==> config.mk <==
export PLATFORM = sky130hd
export DESIGN_NAME = mc_conunit
export DESIGN_NICKNAME = d
export VERILOG_FILES = /design/src/rtl/mc_conunit.sv
export SDC_FILE = /design/constraint.sdc
export NUM_CORES = 1
export LEC_CHECK = 0
export ABC_CLOCK_PERIOD_IN_PS = 2700
export CORE_MARGIN = 2
export CORE_UTILIZATION = 30
export DETAILED_ROUTE_END_ITERATION = 10
export SYNTH_ARGS = -nofsm -noshare
export SYNTH_HDL_FRONTEND = slang
export SYNTH_SLANG_ARGS = --single-unit
==> constraint.sdc <==
create_clock -name Clk -period 2.7 [get_ports Clk]
set_clock_uncertainty 0.05 [all_clocks]
set_input_delay 0.27 -clock Clk [delete_from_list [all_inputs] [get_ports Clk]]
set_output_delay 0.27 -clock Clk [all_outputs]
set_load 0.03 [all_outputs]
==> src/rtl/mc_conunit.sv <==
// rtl/mc_conunit.sv - multi-cycle MIPS-subset control unit (IF/ID/EXE/MEM/WB sequencer)
module mc_conunit #(
  parameter int CNT_W = 16
) (
  input  logic             Clk,
  input  logic             Rst,
  input  logic [5:0]       Op,
  input  logic [5:0]       Func,
  input  logic             Z,
  input  logic             Mrdy,
  output logic             Rmem,
  output logic             Wmem,
  output logic             Wir,
  output logic             Wpc,
  output logic [1:0]       Pcsrc,
  output logic             Wreg,
  output logic             Regrt,
  output logic             Se,
  output logic             Aluqb,
  output logic [1:0]       Aluc,
  output logic             Reg2reg,
  output logic [2:0]       State,
  output logic [CNT_W-1:0] Icnt
);

  typedef enum logic [2:0] {
    S_IF  = 3'd0,
    S_ID  = 3'd1,
    S_EXE = 3'd2,
    S_MEM = 3'd3,
    S_WB  = 3'd4
  } state_t;

  state_t           state;
  logic [CNT_W-1:0] icnt;
  logic             retire;

  logic r_type, i_add, i_sub, i_and, i_or;
  logic i_addi, i_andi, i_ori, i_lw, i_sw, i_beq, i_bne, i_j;
  logic legal, branch, taken;

  assign r_type = (Op == 6'b000000);
  assign i_add  = r_type && (Func == 6'b100000);
  assign i_sub  = r_type && (Func == 6'b100010);
  assign i_and  = r_type && (Func == 6'b100100);
  assign i_or   = r_type && (Func == 6'b100101);
  assign i_addi = (Op == 6'b001000);
  assign i_andi = (Op == 6'b001100);
  assign i_ori  = (Op == 6'b001101);
  assign i_lw   = (Op == 6'b100011);
  assign i_sw   = (Op == 6'b101011);
  assign i_beq  = (Op == 6'b000100);
  assign i_bne  = (Op == 6'b000101);
  assign i_j    = (Op == 6'b000010);

  assign branch = i_beq | i_bne;
  assign taken  = (i_beq & Z) | (i_bne & ~Z);
  assign legal  = i_add | i_sub | i_and | i_or | i_addi | i_andi | i_ori |
                  i_lw | i_sw | branch | i_j;

  // Datapath selects follow the instruction in every state, like the single-cycle unit.
  assign Regrt   = i_addi | i_andi | i_ori | i_lw | i_sw | branch | i_j;
  assign Se      = i_addi | i_lw | i_sw | branch;
  assign Aluqb   = i_add | i_sub | i_and | i_or | branch | i_j;
  assign Aluc    = (i_sub | branch)  ? 2'b01 :
                   (i_and | i_andi)  ? 2'b10 :
                   (i_or  | i_ori)   ? 2'b11 : 2'b00;
  assign Reg2reg = ~i_lw;

  assign State = state;
  assign Icnt  = icnt;

  always_comb begin
    retire = 1'b0;
    case (state)
      S_ID:    retire = i_j | ~legal;
      S_EXE:   retire = branch;
      S_MEM:   retire = i_sw & Mrdy;
      S_WB:    retire = 1'b1;
      default: retire = 1'b0;
    endcase
  end

  always_comb begin
    Rmem  = 1'b0;
    Wmem  = 1'b0;
    Wir   = 1'b0;
    Wpc   = 1'b0;
    Pcsrc = 2'b00;
    Wreg  = 1'b0;
    if (!Rst) begin
      case (state)
        S_IF: begin
          Rmem = 1'b1;
          Wir  = Mrdy;
          Wpc  = Mrdy;
        end
        S_ID: begin
          if (i_j) begin
            Wpc   = 1'b1;
            Pcsrc = 2'b11;
          end
        end
        S_EXE: begin
          if (taken) begin
            Wpc   = 1'b1;
            Pcsrc = 2'b10;
          end
        end
        S_MEM: begin
          Wmem = i_sw;
          Rmem = i_lw;
        end
        S_WB:    Wreg = 1'b1;
        default: ;
      endcase
    end
  end

  always_ff @(posedge Clk) begin
    if (Rst) begin
      state <= S_IF;
      icnt  <= '0;
    end else begin
      if (retire) icnt <= icnt + {{(CNT_W-1){1'b0}}, 1'b1};
      case (state)
        S_IF:  if (Mrdy) state <= S_ID;
        S_ID:  state <= (i_j || !legal) ? S_IF : S_EXE;
        S_EXE: begin
          if (branch)             state <= S_IF;
          else if (i_lw || i_sw)  state <= S_MEM;
          else                    state <= S_WB;
        end
        S_MEM: if (Mrdy) state <= i_sw ? S_IF : S_WB;
        S_WB:  state <= S_IF;
        default: state <= S_IF;
      endcase
    end
  end

endmodule
==> impl_metrics.yaml, run 1 <==
power:
  pwr-share-seq_pct: 46.4
  total_power_mw: 0.622
  clock_power_share_pct: 32.5
  power.switching_mw: 0.178
  intPower_mw: 0.445
  combinationalPowerShare_pct: 21.1
  power.ir.vdd_worst_v: 0.000192
  power_density_nw_per_um2: 287
  p_leak_nw: 0.778
  switching_share_pct: 28.5
synthesis:
  syn_nets: 208
  yosys.area.top_type: "dfxtp_1"
  synth_enable_flop_cells: 0
  synth_area_leaders: "dfxtp_1, nor2b_1, nor2_1"
  netlist.area_leader.share_pct: 23.8
  synthCells: 191
  yosysSeqAreaShare_pct: 23.8
  synthArstFlopShare_pct: 0
  synth_seq_cells: 19
  yosysUniqueCellTypes: 51
  synthesis.area_sq_um: 1600
  ys_warn_count: 0
  ys_dominant_reg_cell: "dfxtp_1"
  synth_area_per_cell_sq_um: 8.35
routing:
  drt-vias-per-instance: 4.99
  drt_iter0_markers: 42
  wl_microns: 3950
  drc: 0
  route.antenna.remaining_nets: 0
  avgRoutedWirePerCell_microns: 12.9
  route.vias.total: 1532
  first_pass_iters: 4
grt:
  grt_pass1_wl_microns: 6420
  grt.total_usage_pct: 12.9
  gr-total-overflow: 0
  grt_start_max_net_pins: 30
  grt_pass1_vias: 1386
  antenna_found_initial: 0
clock_network:
  clock-sinks: 19
  cts_resized: 0
  cts_tree: "yes"
  cts_buffers: 3
  cts_setup_buffers: 0
  h-tree-depth: 1
  postCtsHoldBufs: 0
  path_clk_slew_ps: 70
  clockRootBuffer: "clkbuf_8"
  cts_buffer_depth: 2
  clock_latency_ps: 260
timing:
  hold_viol: 0
  tightest_slew_ps: 651
  fin_hold_ws_ps: 486
  layout_min_cycle_time_ps: 2520
  fmax_ghz: 0.397
  setup_viol: 0
  worst_slack_ps: 179
  slew_headroom_pct: 56.6
  rsz0062_at_grt: "no"
  tns_ps: 0
  slew_violations: 0
  timing.final.crit_share_pct: 93.4
setup_path:
  worst-setup-path-type: "in2out"
  cp_max_fo: 8
  crit_required_ps: 2380
  crit_arrival_ps: 2200
  start_kind: "input pin"
  cp-end-kind: "output pin"
placement:
  dp_hpwl_microns: 2970
  pre_cts_ws_ps: 130
  place_area_sq_um: 2120
  place.gp.congestion: 0.782
  io_buffers: 47
  place_inst: 303
die:
  die_x_microns: 76.9
  die_y_microns: 76.9
  io_pins: 48
  dieArea_sq_um: 5920
  coreArea_sq_um: 5110
  start_util_pct: 31.2
  rows: 26
run_status:
  outcome: "finished clean"
final_layout:
  drive_gt1_share_pct: 18.1
  nets: 255
  layout_common_cells: "clkdlybuf4s50_1, nor2_1, dfxtp_1, nor2b_1, nand3_1"
  final_cells: 307
  fin_area_sq_um: 2170
  diodes: 0
  final_common_cell: "clkdlybuf4s50_1"
  fillers: 549
  area_growth_syn_to_layout_pct: 35.9
  fin_util_pct: 42.5
job:
  maxCapViolCount: 0
min_path:
  hp-class: "reg2reg"
[final cells by class]
cell class,count,area (sq um),area share (%)
clock buffers,4,45.0,2.08
inverters,1,3.75,0.173
multi-input cells,160,1150,53.1
flip-flops and latches,19,380,17.5
well taps,70,87.6,4.04
repair buffers,53,500,23.1
[registers in the layout, indices dropped and copies added, names as in the netlist]
| name | cells |
|---|---|
| Icnt | 16 |
| State | 3 |
[Yosys cell counts, types with 3 or more instances]
| cell | n |
|---|---|
| a21oi_1 | 7 |
| nand2_1 | 15 |
| nand4_1 | 7 |
| nor2b_1 | 19 |
| nand3_1 | 18 |
| nor2_1 | 25 |
| mux2_1 | 8 |
| a21oi_2 | 3 |
| clkbuf_1 | 4 |
| mux2_4 | 6 |
| o22ai_1 | 7 |
| dfxtp_1 | 19 |
| nor3b_1 | 4 |
| buf_2 | 3 |
[per-layer routing]
layer  wire length [microns]  vias up  share of wire [%]  track usage, %
li1                        -      787                  -               -
met1                    1960      704                 50            17.3
met2                    1760       39                 45            21.0
met3                     205        2                5.2            3.29
met4                      21        0               0.53            2.55
met5                       0        -                  0               0
[worst max-delay path, stage by stage]
cell and delay [ps]:
clkdlybuf4s50_1 540, nor3_4 420, o21ai_2 180, nand3_1 120, clkdlybuf4s50_1 670
[worst paths after layout]
path | start | slack, ps | end | cells after the start
setup reg to reg | State[1]$_SDFFE_PP0P_ | 470 | Icnt[8]$_SDFFE_PP0P_ | 5
setup / recovery | Op[5] | 180 | Regrt | 5
hold reg to reg | Icnt[1]$_SDFFE_PP0P_ | 490 | Icnt[1]$_SDFFE_PP0P_ | 2
hold / removal | Icnt[1]$_SDFFE_PP0P_ | 490 | Icnt[1]$_SDFFE_PP0P_ | 2
[power groups by stage]
stage | sequential (mW) | clock, mW | combinational, mW
after detailed placement | 0.295 | 0 | 0.132
after global placement | 0.295 | 0 | 0.130
after floorplan | 0.297 | 0 | 0.0688
after CTS | 0.288 | 0.209 | 0.132
after global routing | 0.289 | 0.219 | 0.141
final | 0.289 | 0.202 | 0.132
[logic make-up after synthesis]
family                   count (synthesis)  synth area share (%)
adder cells (fa/ha/maj)                  1                 0.784
buffers and inverters                   12                  4.00
flip-flops                              19                  23.8
multiplexers                            16                  12.5
XOR/XNOR                                 1                 0.549
AO/OA/AOI/OAI                           33                  16.9
AND/OR/NAND/NOR                        109                  41.4
Note: power is estimated with default switching activity, not from simulation.
==> run 2, diff against run 1 <==
--- a/config.mk
+++ b/config.mk
@@ -9,6 +9,7 @@
 export CORE_MARGIN = 2
 export CORE_UTILIZATION = 30
 export DETAILED_ROUTE_END_ITERATION = 10
+export PLACE_DENSITY = 0.61
 export SYNTH_ARGS = -nofsm -noshare
 export SYNTH_HDL_FRONTEND = slang
 export SYNTH_SLANG_ARGS = --single-unit
==> run 2 against run 1 <==
  * Flip-flop and latch count unchanged
  * Setup slack worse by 27 ps
  * Clock-buffer cell count is the same
  * Sequential share of layout area unchanged
  * Critical path depth unchanged
  * Design area is the same
  * Power down 0.28%
  * Global-route usage rose by 0.96 points
  * Wire length grew 3.4%
  * Largest power group unchanged
==> impl_metrics.yaml, run 2 (synthesis gave the netlist of run 1 again) <==
die:
  die_x_microns: 76.9
  dieArea_sq_um: 5920
  rows: 26
  start_util_pct: 31.2
  die_y_microns: 76.9
  coreArea_sq_um: 5110
  io_pins: 48
clock_network:
  clockRootBuffer: "clkbuf_8"
  postCtsHoldBufs: 0
  cts_setup_buffers: 0
  clock_latency_ps: 250
  h-tree-depth: 1
  clock-sinks: 19
  cts_resized: 0
  path_clk_slew_ps: 70
  cts_buffer_depth: 2
  cts_tree: "yes"
  cts_buffers: 3
routing:
  first_pass_iters: 4
  route.vias.total: 1543
  drt-vias-per-instance: 5.03
  avgRoutedWirePerCell_microns: 13.3
  route.antenna.remaining_nets: 0
  drt_iter0_markers: 99
  wl_microns: 4080
  drc: 0
final_layout:
  diodes: 0
  final_common_cell: "clkdlybuf4s50_1"
  largest_register_ffs: 16
  fin_util_pct: 42.5
  nets: 255
  drive_gt1_share_pct: 18.1
  layout_common_cells: "clkdlybuf4s50_1, nor2_1, dfxtp_1, nor2b_1, nand3_1"
  area_growth_syn_to_layout_pct: 35.9
grt:
  antenna_found_initial: 0
  grt.total_usage_pct: 13.9
  grt_pass1_wl_microns: 6860
  grt_pass1_vias: 1379
  gr-total-overflow: 0
  grt_start_max_net_pins: 32
job:
  maxCapViolCount: 0
placement:
  place.gp.congestion: 0.799
  io_buffers: 47
  dp_hpwl_microns: 3050
  pre_cts_ws_ps: 134
power:
  p_leak_nw: 0.779
  power.ir.vdd_worst_v: 0.000226
  power_density_nw_per_um2: 286
timing:
  tightest_slew_ps: 689
  layout_min_cycle_time_ps: 2550
  fin_hold_ws_ps: 481
  timing.final.crit_share_pct: 94.4
  slew_violations: 0
  setup_viol: 0
  fmax_ghz: 0.392
  rsz0062_at_grt: "no"
  slew_headroom_pct: 54.1
  tns_ps: 0
  hold_viol: 0
  worst_slack_ps: 152
setup_path:
  crit_required_ps: 2380
  start_kind: "input pin"
  worst-setup-path-type: "in2out"
  crit_arrival_ps: 2230
  cp_max_fo: 7
  cp-end-kind: "output pin"
min_path:
  hp-class: "reg2reg"
run_status:
  outcome: "finished clean"
-- run 2: cell counts in the layout (fill, tap and decap cells not counted) --
No cell type changed its count.
-- run 2: through the flow --
stage,instance area [sq um],power (mW),instances
final,2170,0.621,307
after global routing,2170,0.653,307
after CTS,2170,0.629,307
after detailed placement,2120,0.428,303
after global placement,2120,0.427,303
after floorplan,1600,0.366,191
-- run 2: per-layer routing --
layer	global-route usage, %	vias to the layer above	routed length [microns]
li1	-	788	-
met1	19.2	724	2020
met2	22.8	29	1870
met3	2.82	2	176
met4	1.64	0	11
met5	0	-	0
-- run 2: report_power, final --
part / switching, mW / internal [mW] / leakage, nW
Clock: 0.0950 / 0.105 / 0.0228
Sequential: 0.00589 / 0.283 / 0.153
Combinational: 0.0751 / 0.0569 / 0.603
Total: 0.176 / 0.445 / 0.779
-- run 2: critical path, cell delays in order --
cell and delay [ps]:
clkdlybuf4s50_1 530, nand4b_4 260, or2_1 360, nand3_1 130
clkdlybuf4s50_1 680
-- run 2: area by class of cell --
cell class | count | area (sq um)
clock buffers | 4 | 45.0
fillers | 523 | 2940
inverters | 1 | 3.75
multi-input cells | 160 | 1150
flip-flops and latches | 19 | 380
well taps | 70 | 87.6
repair buffers | 53 | 500
-- run 2: worst paths after layout --
check                                            from                     to  slack [ps]  depth (start not counted)
worst min register to register   Icnt[1]$_SDFFE_PP0P_   Icnt[1]$_SDFFE_PP0P_         480                          2
worst max register to register  State[1]$_SDFFE_PP0P_  Icnt[11]$_SDFFE_PP0P_         470                          5
worst min-delay path             Icnt[1]$_SDFFE_PP0P_   Icnt[1]$_SDFFE_PP0P_         480                          2
worst max-delay path                            Op[2]                  Regrt         150                          5
